===== config.mk =====
export PLATFORM = sky130hd
export DESIGN_NAME = uart_tx_fifo
export DESIGN_NICKNAME = d
export VERILOG_FILES = /design/src/rtl/uart_tx_fifo.sv
export SDC_FILE = /design/constraint.sdc
export NUM_CORES = 1
export LEC_CHECK = 0
export ABC_AREA = 1
export ABC_CLOCK_PERIOD_IN_PS = 2700
export CORE_MARGIN = 2
export CORE_UTILIZATION = 55
export DETAILED_ROUTE_END_ITERATION = 6
export PLACE_DENSITY = 0.75
export SYNTH_ARGS = -nofsm -noshare
export SYNTH_HDL_FRONTEND = slang
export SYNTH_SLANG_ARGS = --single-unit
export TNS_END_PERCENT = 10

===== constraint.sdc =====
create_clock -name clk -period 2.7 [get_ports clk]
set_input_delay 0.54 -clock clk [delete_from_list [all_inputs] [get_ports clk]]
set_output_delay 0.54 -clock clk [all_outputs]
set_load 0.01 [all_outputs]

===== src/rtl/uart_tx_fifo.sv =====
// Circular TX byte FIFO draining into a UART transceiver start/busy handshake.
// One byte is popped per frame; the drain FSM waits for busy to rise and fall.
module uart_tx_fifo #(
  parameter int DATA_WIDTH = 8,
  parameter int DEPTH      = 16,
  parameter int ADDR_WIDTH = $clog2(DEPTH)
) (
  input  logic                  clk,
  input  logic                  rst_n,
  input  logic                  wr_en,
  input  logic [DATA_WIDTH-1:0] wr_data,
  output logic                  full,
  output logic                  empty,
  output logic [ADDR_WIDTH:0]   count,
  output logic                  overflow,
  output logic                  tx_start,
  output logic [DATA_WIDTH-1:0] tx_data,
  input  logic                  tx_busy
);

  localparam logic [ADDR_WIDTH:0] FULL_CNT = (ADDR_WIDTH+1)'(DEPTH);

  typedef enum logic [1:0] {IDLE, START, WAIT_BUSY, WAIT_DONE} state_t;

  state_t                  state, state_nxt;
  logic [DATA_WIDTH-1:0]   mem [DEPTH];
  logic [ADDR_WIDTH-1:0]   wr_ptr, rd_ptr;
  logic                    wr_acc, pop;

  // Fullness is judged on the registered count, so a same-edge pop never frees a slot.
  assign wr_acc = wr_en & ~full;
  assign pop    = (state == IDLE) & ~empty & ~tx_busy;
  assign full   = (count == FULL_CNT);
  assign empty  = (count == '0);

  always_ff @(posedge clk) begin
    if (wr_acc) mem[wr_ptr] <= wr_data;
  end

  always_ff @(posedge clk or negedge rst_n) begin
    if (!rst_n) begin
      wr_ptr   <= '0;
      rd_ptr   <= '0;
      count    <= '0;
      overflow <= 1'b0;
      tx_data  <= '0;
    end else begin
      overflow <= wr_en & full;
      if (wr_acc) wr_ptr <= wr_ptr + 1'b1;
      if (pop) begin
        rd_ptr  <= rd_ptr + 1'b1;
        tx_data <= mem[rd_ptr];
      end
      case ({wr_acc, pop})
        2'b10:   count <= count + 1'b1;
        2'b01:   count <= count - 1'b1;
        default: count <= count;
      endcase
    end
  end

  always_ff @(posedge clk or negedge rst_n) begin
    if (!rst_n) state <= IDLE;
    else        state <= state_nxt;
  end

  always_comb begin
    state_nxt = state;
    case (state)
      IDLE:      if (pop)      state_nxt = START;
      START:                   state_nxt = WAIT_BUSY;
      WAIT_BUSY: if (tx_busy)  state_nxt = WAIT_DONE;
      WAIT_DONE: if (!tx_busy) state_nxt = IDLE;
      default:                 state_nxt = IDLE;
    endcase
  end

  always_comb begin
    tx_start = (state == START);
  end

endmodule


## After elaboration in Yosys (flattened, before gate mapping)

Memory sizes are Yosys's and may differ from the RTL's. A register that Yosys moved wholly into a read port is not among the register bits.
Index checks and enable logic that the tools add are counted.

- Eq/ne operators: 9
- Add/sub/neg operators: 4
- Bitwise logic cells: 7
- Divide/modulo/power cells: 0
- Mux-type cells: 7
- Shift operators: 0
- Reduce and logical (&&, ||, !) cells: 5
- $mul: 0
- $lt $le $gt $ge: 0

Operators by type and width:

| cell | count |
|---|---|
| 5-bit case mux with 2 select lines | 1 |
| 4-bit by 1-bit adder with 4-bit output, second input constant | 2 |
| 2-bit case mux with 4 select lines | 1 |
| 2-bit == test, second input constant | 3 |
| 2-bit two-way mux | 3 |
| 2-bit inequality test, second input constant | 3 |
| 5-bit by 1-bit adder with 5-bit output, second input constant | 1 |
| 5-bit == test, second input constant | 1 |
| 5-bit zero test | 1 |
| 5-bit by 1-bit subtractor with 5-bit output, second input constant | 1 |
| 1-bit AND | 4 |
| 2-bit by 1-bit == test with 1-bit output, second input constant | 2 |
| 1-bit inverter | 3 |
| 3-bit AND reduction | 1 |
| 2-bit zero test | 1 |
| 1-bit two-way mux | 2 |
| 2-bit nonzero test | 1 |
| 1-bit zero test | 1 |

- Output and inout port bits: 17
- Latch bits: 0
- Bits of input ports: 12
- ROM bits: 0
- Bits in writable memories: 128
- Logic and storage cells: 38
- Register bits: 16
- Memories: 1

Memory list:

| name | words | width | read ports | clocked after Yosys merged registers in | write ports | line | RTL |
|---|---|---|---|---|---|---|---|
| mem | 16 | 8 | 1 | 1 | 1 | 26 | `logic [DATA_WIDTH-1:0] mem [DEPTH];` |

## Logic depth before layout (Yosys ltp)

- Depth after elaboration: 6
- Depth in mapped cells: 15
- Depth with buffers taken out: 14

## Least setup slack after synthesis

No wires, ideal clock.

- Path type: flip-flop to flip-flop
- From: reg count[1]
- To: reg count[4]
- Clock period less this slack: 2.277 ns
- Buffers on the path: 1
- Required time: 2.583 ns
- Setup slack: 0.423 ns
- Library setup time: 0.117 ns
- Data arrival time: 2.161 ns
- Stages on the path, launching flop included: 15
- Cell sequence: dfrtp_1 > nor2_1 > nand4_1 > nand2_2 > buf_2 > ha_1 > inv_1 > fa_1 > inv_1 > nand2_1 > nand2_1 > a21oi_1 > xor2_1 > nand2_1 > nand2_1

- Cells in the longest elaborated chain, start to end: 6
- Elaborated cells on any way between the ends: 13
- Those cells by class: add/sub (2); eq/ne (3); mux (1); bitwise (5); reduce/logical (2)

Ends and longest elaborated chain:

| item | line | RTL |
|---|---|---|
| start: declaration | 14 | `output logic [ADDR_WIDTH:0] count,` |
| start signal: assignment | 55 | `2'b10: count <= count + 1'b1;` |
| start signal: assignment | 56 | `2'b01: count <= count - 1'b1;` |
| start signal: assignment | 57 | `default: count <= count;` |
| 5-bit zero test | 34 | `assign empty = (count == '0);` |
| 1-bit inverter | 32 | `assign pop = (state == IDLE) & ~empty & ~tx_busy;` |
| 1-bit AND (2 in a row) | 32 |  |
| 2-bit by 1-bit == test with 1-bit output / 2-bit == test (equally long branches) | 54 | `case ({wr_acc, pop})` |
| 5-bit case mux with 2 select lines / 2-bit nonzero test (equally long branches) | n/a |  |

Parallel ways exist; a longest one is shown, timed or not.
A chain may end at the register's enable or synchronous reset.

## Worst setup path in the final report

- From: reg state[0]
- To: reg count[4]

- Cells in the longest elaborated chain, start to end: 5
- Elaborated cells on any way between the ends: 7
- Those cells by class: eq/ne (2); mux (1); bitwise (2); reduce/logical (2)

Ends and longest elaborated chain:

| item | line | RTL |
|---|---|---|
| start: declaration | 25 | `state_t state, state_nxt;` |
| start signal: assignment | 64 | `else state <= state_nxt;` |
| 2-bit zero test * | 32 |  |
| 1-bit AND * (2 in a row) | 32 |  |
| 2-bit by 1-bit == test with 1-bit output / 2-bit == test (equally long branches) | 54 |  |
| 5-bit case mux with 2 select lines / 2-bit nonzero test (equally long branches) | n/a |  |

Mark *: on every way between the ends. The rest lies on a longest branch, timed or not.

==> summary.md <==
| Metric | Value |
|---|---|
| DRT iter0 DRCs | `365` |
| Total grt overflow | `0` |
| Critical Path Fanout Max | `5` |
| Crit end category | `flip-flop` |
| Layout Nets | `755` |
| CTS tree | `done` |
| Antenna violations before repair | `0` |
| RSZ-0062 raised after global routing | `false` |
| Most frequent cells in the layout | `nand2_1 (217), edfxtp_1 (128), inv_1 (120)` |
| FF+latch count, synth | `152` |
| Status | `complete, no violations` |
| Routability cong. | `approximately 0.84` |
| Die Ht | `116 um` |
| Req. time, crit path | `between 3 and 4 ns` |
| Fmax | `423 MHz` |
| CTS Hold Buffers Added | `0` |
| Post-synthesis cell type count | `25` |
| Clk_lat worst skew | `~0.42 ns` |
| H-tree depth | `4` |
| Remaining DRCs | `0` |
| Die X | `~120 um` |
| Post-CTS Setup Bufs | `0` |
| Post-synth EDFFs | `~130` |
| Average cell area after synthesis | `around 10 um^2` |
| Met1 WL | `6.19 mm` |
| Part of the cycle the worst path needs | `87.5%` |
| Final wirelength | `14.5 mm` |
| Row count | `40` |
| Root buffer cell | `clkbuf_16` |
| Post-Synthesis Cell Area | `6860 um^2` |
| Buffers from clock root to sink, at most | `2` |
| Antenna viol nets, final | `0` |
| Post-synth ARST share | `about 16%` |
| Post-Syn Instances | `683` |
| Routed WL per cell | `16.0 um` |
| Tightest Pin Transition | `roughly 0.72 ns` |
| CTS Sinks | `152` |
| Routed length on met3 | `703 um` |
| Number of diodes | `0` |
| Post-Place Cell Area | `7390 um^2` |
| VDD IR max | `between 0.7 and 0.8 mV` |
| Headroom to the max-slew limit | `between 50% and 60%` |
| Main synth FF type | `edfxtp_1` |
| Maxcap violations | `0` |
| Crit path DAT | `2.67 ns` |
| # port buffers | `28` |
| GRT Total Usage | `23.3%` |
| Slew Limit Fails | `0` |
| Vias per cell | `5.14` |
| DR vias | `4668` |
| PostCTS Resize Cnt | `0` |
| Top Metal Used | `met4` |
| Global-route wire length before repair | `22.8 mm` |
| WS Path Type | `flip-flop to flip-flop` |
| Area grow syn2layout | `15.1%` |
| First-pass DRT Iterations | `5` |
| Syn Nets | `710` |
| Most common cell after layout, fill and taps aside | `nand2_1` |
| Final hold violation count | `0` |
| Die Area | `13400 um^2` |
| Hpwl dp | `9.12 mm` |
| Initial core utilization | `56.6%` |
| Startpoint Class | `flip-flop` |
| Leakage | `3.53 nW` |
| Top-Level Pins | `29` |
| Detail Route met2 WL | `7.35 mm` |
| Hold Path Class | `input port to asynchronous set/reset pin` |
| Skew final | `0.00727 ns` |
| Final min period | `2.36 ns` |
| Final setup viols | `0` |
| CTS buffer count | `17` |
| Clock slew at reported path FFs | `0.06 ns` |
| Cell area after layout | `7890 um^2` |
| Vias in the first global route | `4557` |
| Largest net degree at the start of global routing | `67` |
| Pwr/cell area | `1020 nW/um^2` |
| Yosys warning total | `0` |
| Share of cells above drive strength 1 | `7.83%` |
| Register area share after synthesis | `roughly two thirds` |
| Core Region | `12100 um^2` |
| Reg2Reg Setup Slack | `0.34 ns` |
| TNS Setup | `0 ns` |
[registers in the layout (all words and copies together), names as in the netlist]
| signal | cells |
|---|---|
| overflow | 1 |
| tx_data | 8 |
| wr_ptr | 4 |
| count | 5 |
| mem | 128 |
| state | 2 |
| rd_ptr | 4 |
[cell usage after synthesis (2+ instances only)]
cell type | count | area share, %
inv_1 | 120 | 6.6
edfxtp_1 | 128 | 56
ha_1 | 14 | 2.6
dfrtp_1 | 24 | 8.8
xor2_1 | 7 | 0.89
nor3_1 | 12 | 0.88
nor2_1 | 9 | 0.49
clkinv_1 | 2 | 0.11
nand3_1 | 101 | 7.4
o21ai_0 | 5 | 0.36
a21oi_1 | 2 | 0.15
xnor2_1 | 2 | 0.26
inv_2 | 3 | 0.16
nand2_2 | 2 | 0.18
nand2_1 | 217 | 12
buf_2 | 18 | 1.3
nand4_1 | 2 | 0.18
buf_4 | 8 | 0.88
[critical path, cell delays in order, from the launching register on]
cell and delay [ns]:
dfrtp_1 0.41, inv_1 0.13, ha_1 0.19, nand3_1 0.10, inv_1 0.10, ha_1 0.27
inv_1 0.09, fa_1 0.41, inv_1 0.08, nand2_1 0.07, nand2_1 0.07, a21oi_1 0.07
xor2_1 0.14, nand2_1 0.06, nand2_1 0.05
[path summary, 6_finish.rpt]
path / from / endpoint / depth (start not counted)
max: state[0] / count[4] / 14
min reg2reg: tx_data[7] / tx_data[7] / 2
max in group asynchronous: rst_n / rd_ptr[0] / 2
min: rst_n / count[3] / 2
min in group clk: tx_data[7] / tx_data[7] / 2
max reg2reg: state[0] / count[4] / 14
[stage by stage]
step	util, %	power [mW]	std cells	setup slack (ns)	hold WS (ns)
6_report	65.1	8.06	909	0.338	0.485
3_3_place_gp	61.0	5.95	877	0.153	0.475
2_1_floorplan	-	5.12	683	0.423	0.244
5_1_grt	65.1	8.56	909	0.191	0.498
3_5_place_dp	61.0	6.07	877	0.0548	0.475
4_1_cts	65.1	8.10	909	0.337	0.490
[metal layers]
layer / track usage (%) / vias up
met5: 0 / -
met3: 5.65 / 24
met2: 39.6 / 136
met1: 29.3 / 2235
li1: - / 2273
met4: 8.81 / 0
[power by group]
group          switching [mW]  internal (mW)  total, mW
registers               0.200           2.91       3.11
clock network           0.850           1.15       2.00
logic                    1.92           1.02       2.95
[layout make-up]
| cell class | count | area [um^2] |
|---|---|---|
| clock buffer | 21 | 440 |
| clock inverter | 11 | 58.8 |
| fill | 961 | 4220 |
| inverter | 125 | 469 |
| multi-input combinational | 378 | 1780 |
| sequential | 152 | 4450 |
| tap | 168 | 210 |
| timing repair buffer | 54 | 488 |
[cells by family (layout without fill, tap and decap cells)]
kind of cell | count (synthesis) | count (layout) | share of synthesized area (%)
XOR/XNOR | 9 | 9 | 1.15
multiplexers | 1 | 1 | 0.146
adder cells (fa/ha/maj) | 15 | 15 | 2.85
buffers and inverters | 153 | 211 | 9.25
flip-flops | 152 | 152 | 64.8
AND/OR/NAND/NOR | 343 | 343 | 21.0
AO/OA/AOI/OAI | 10 | 10 | 0.785
(Power assumes the default switching activity.)
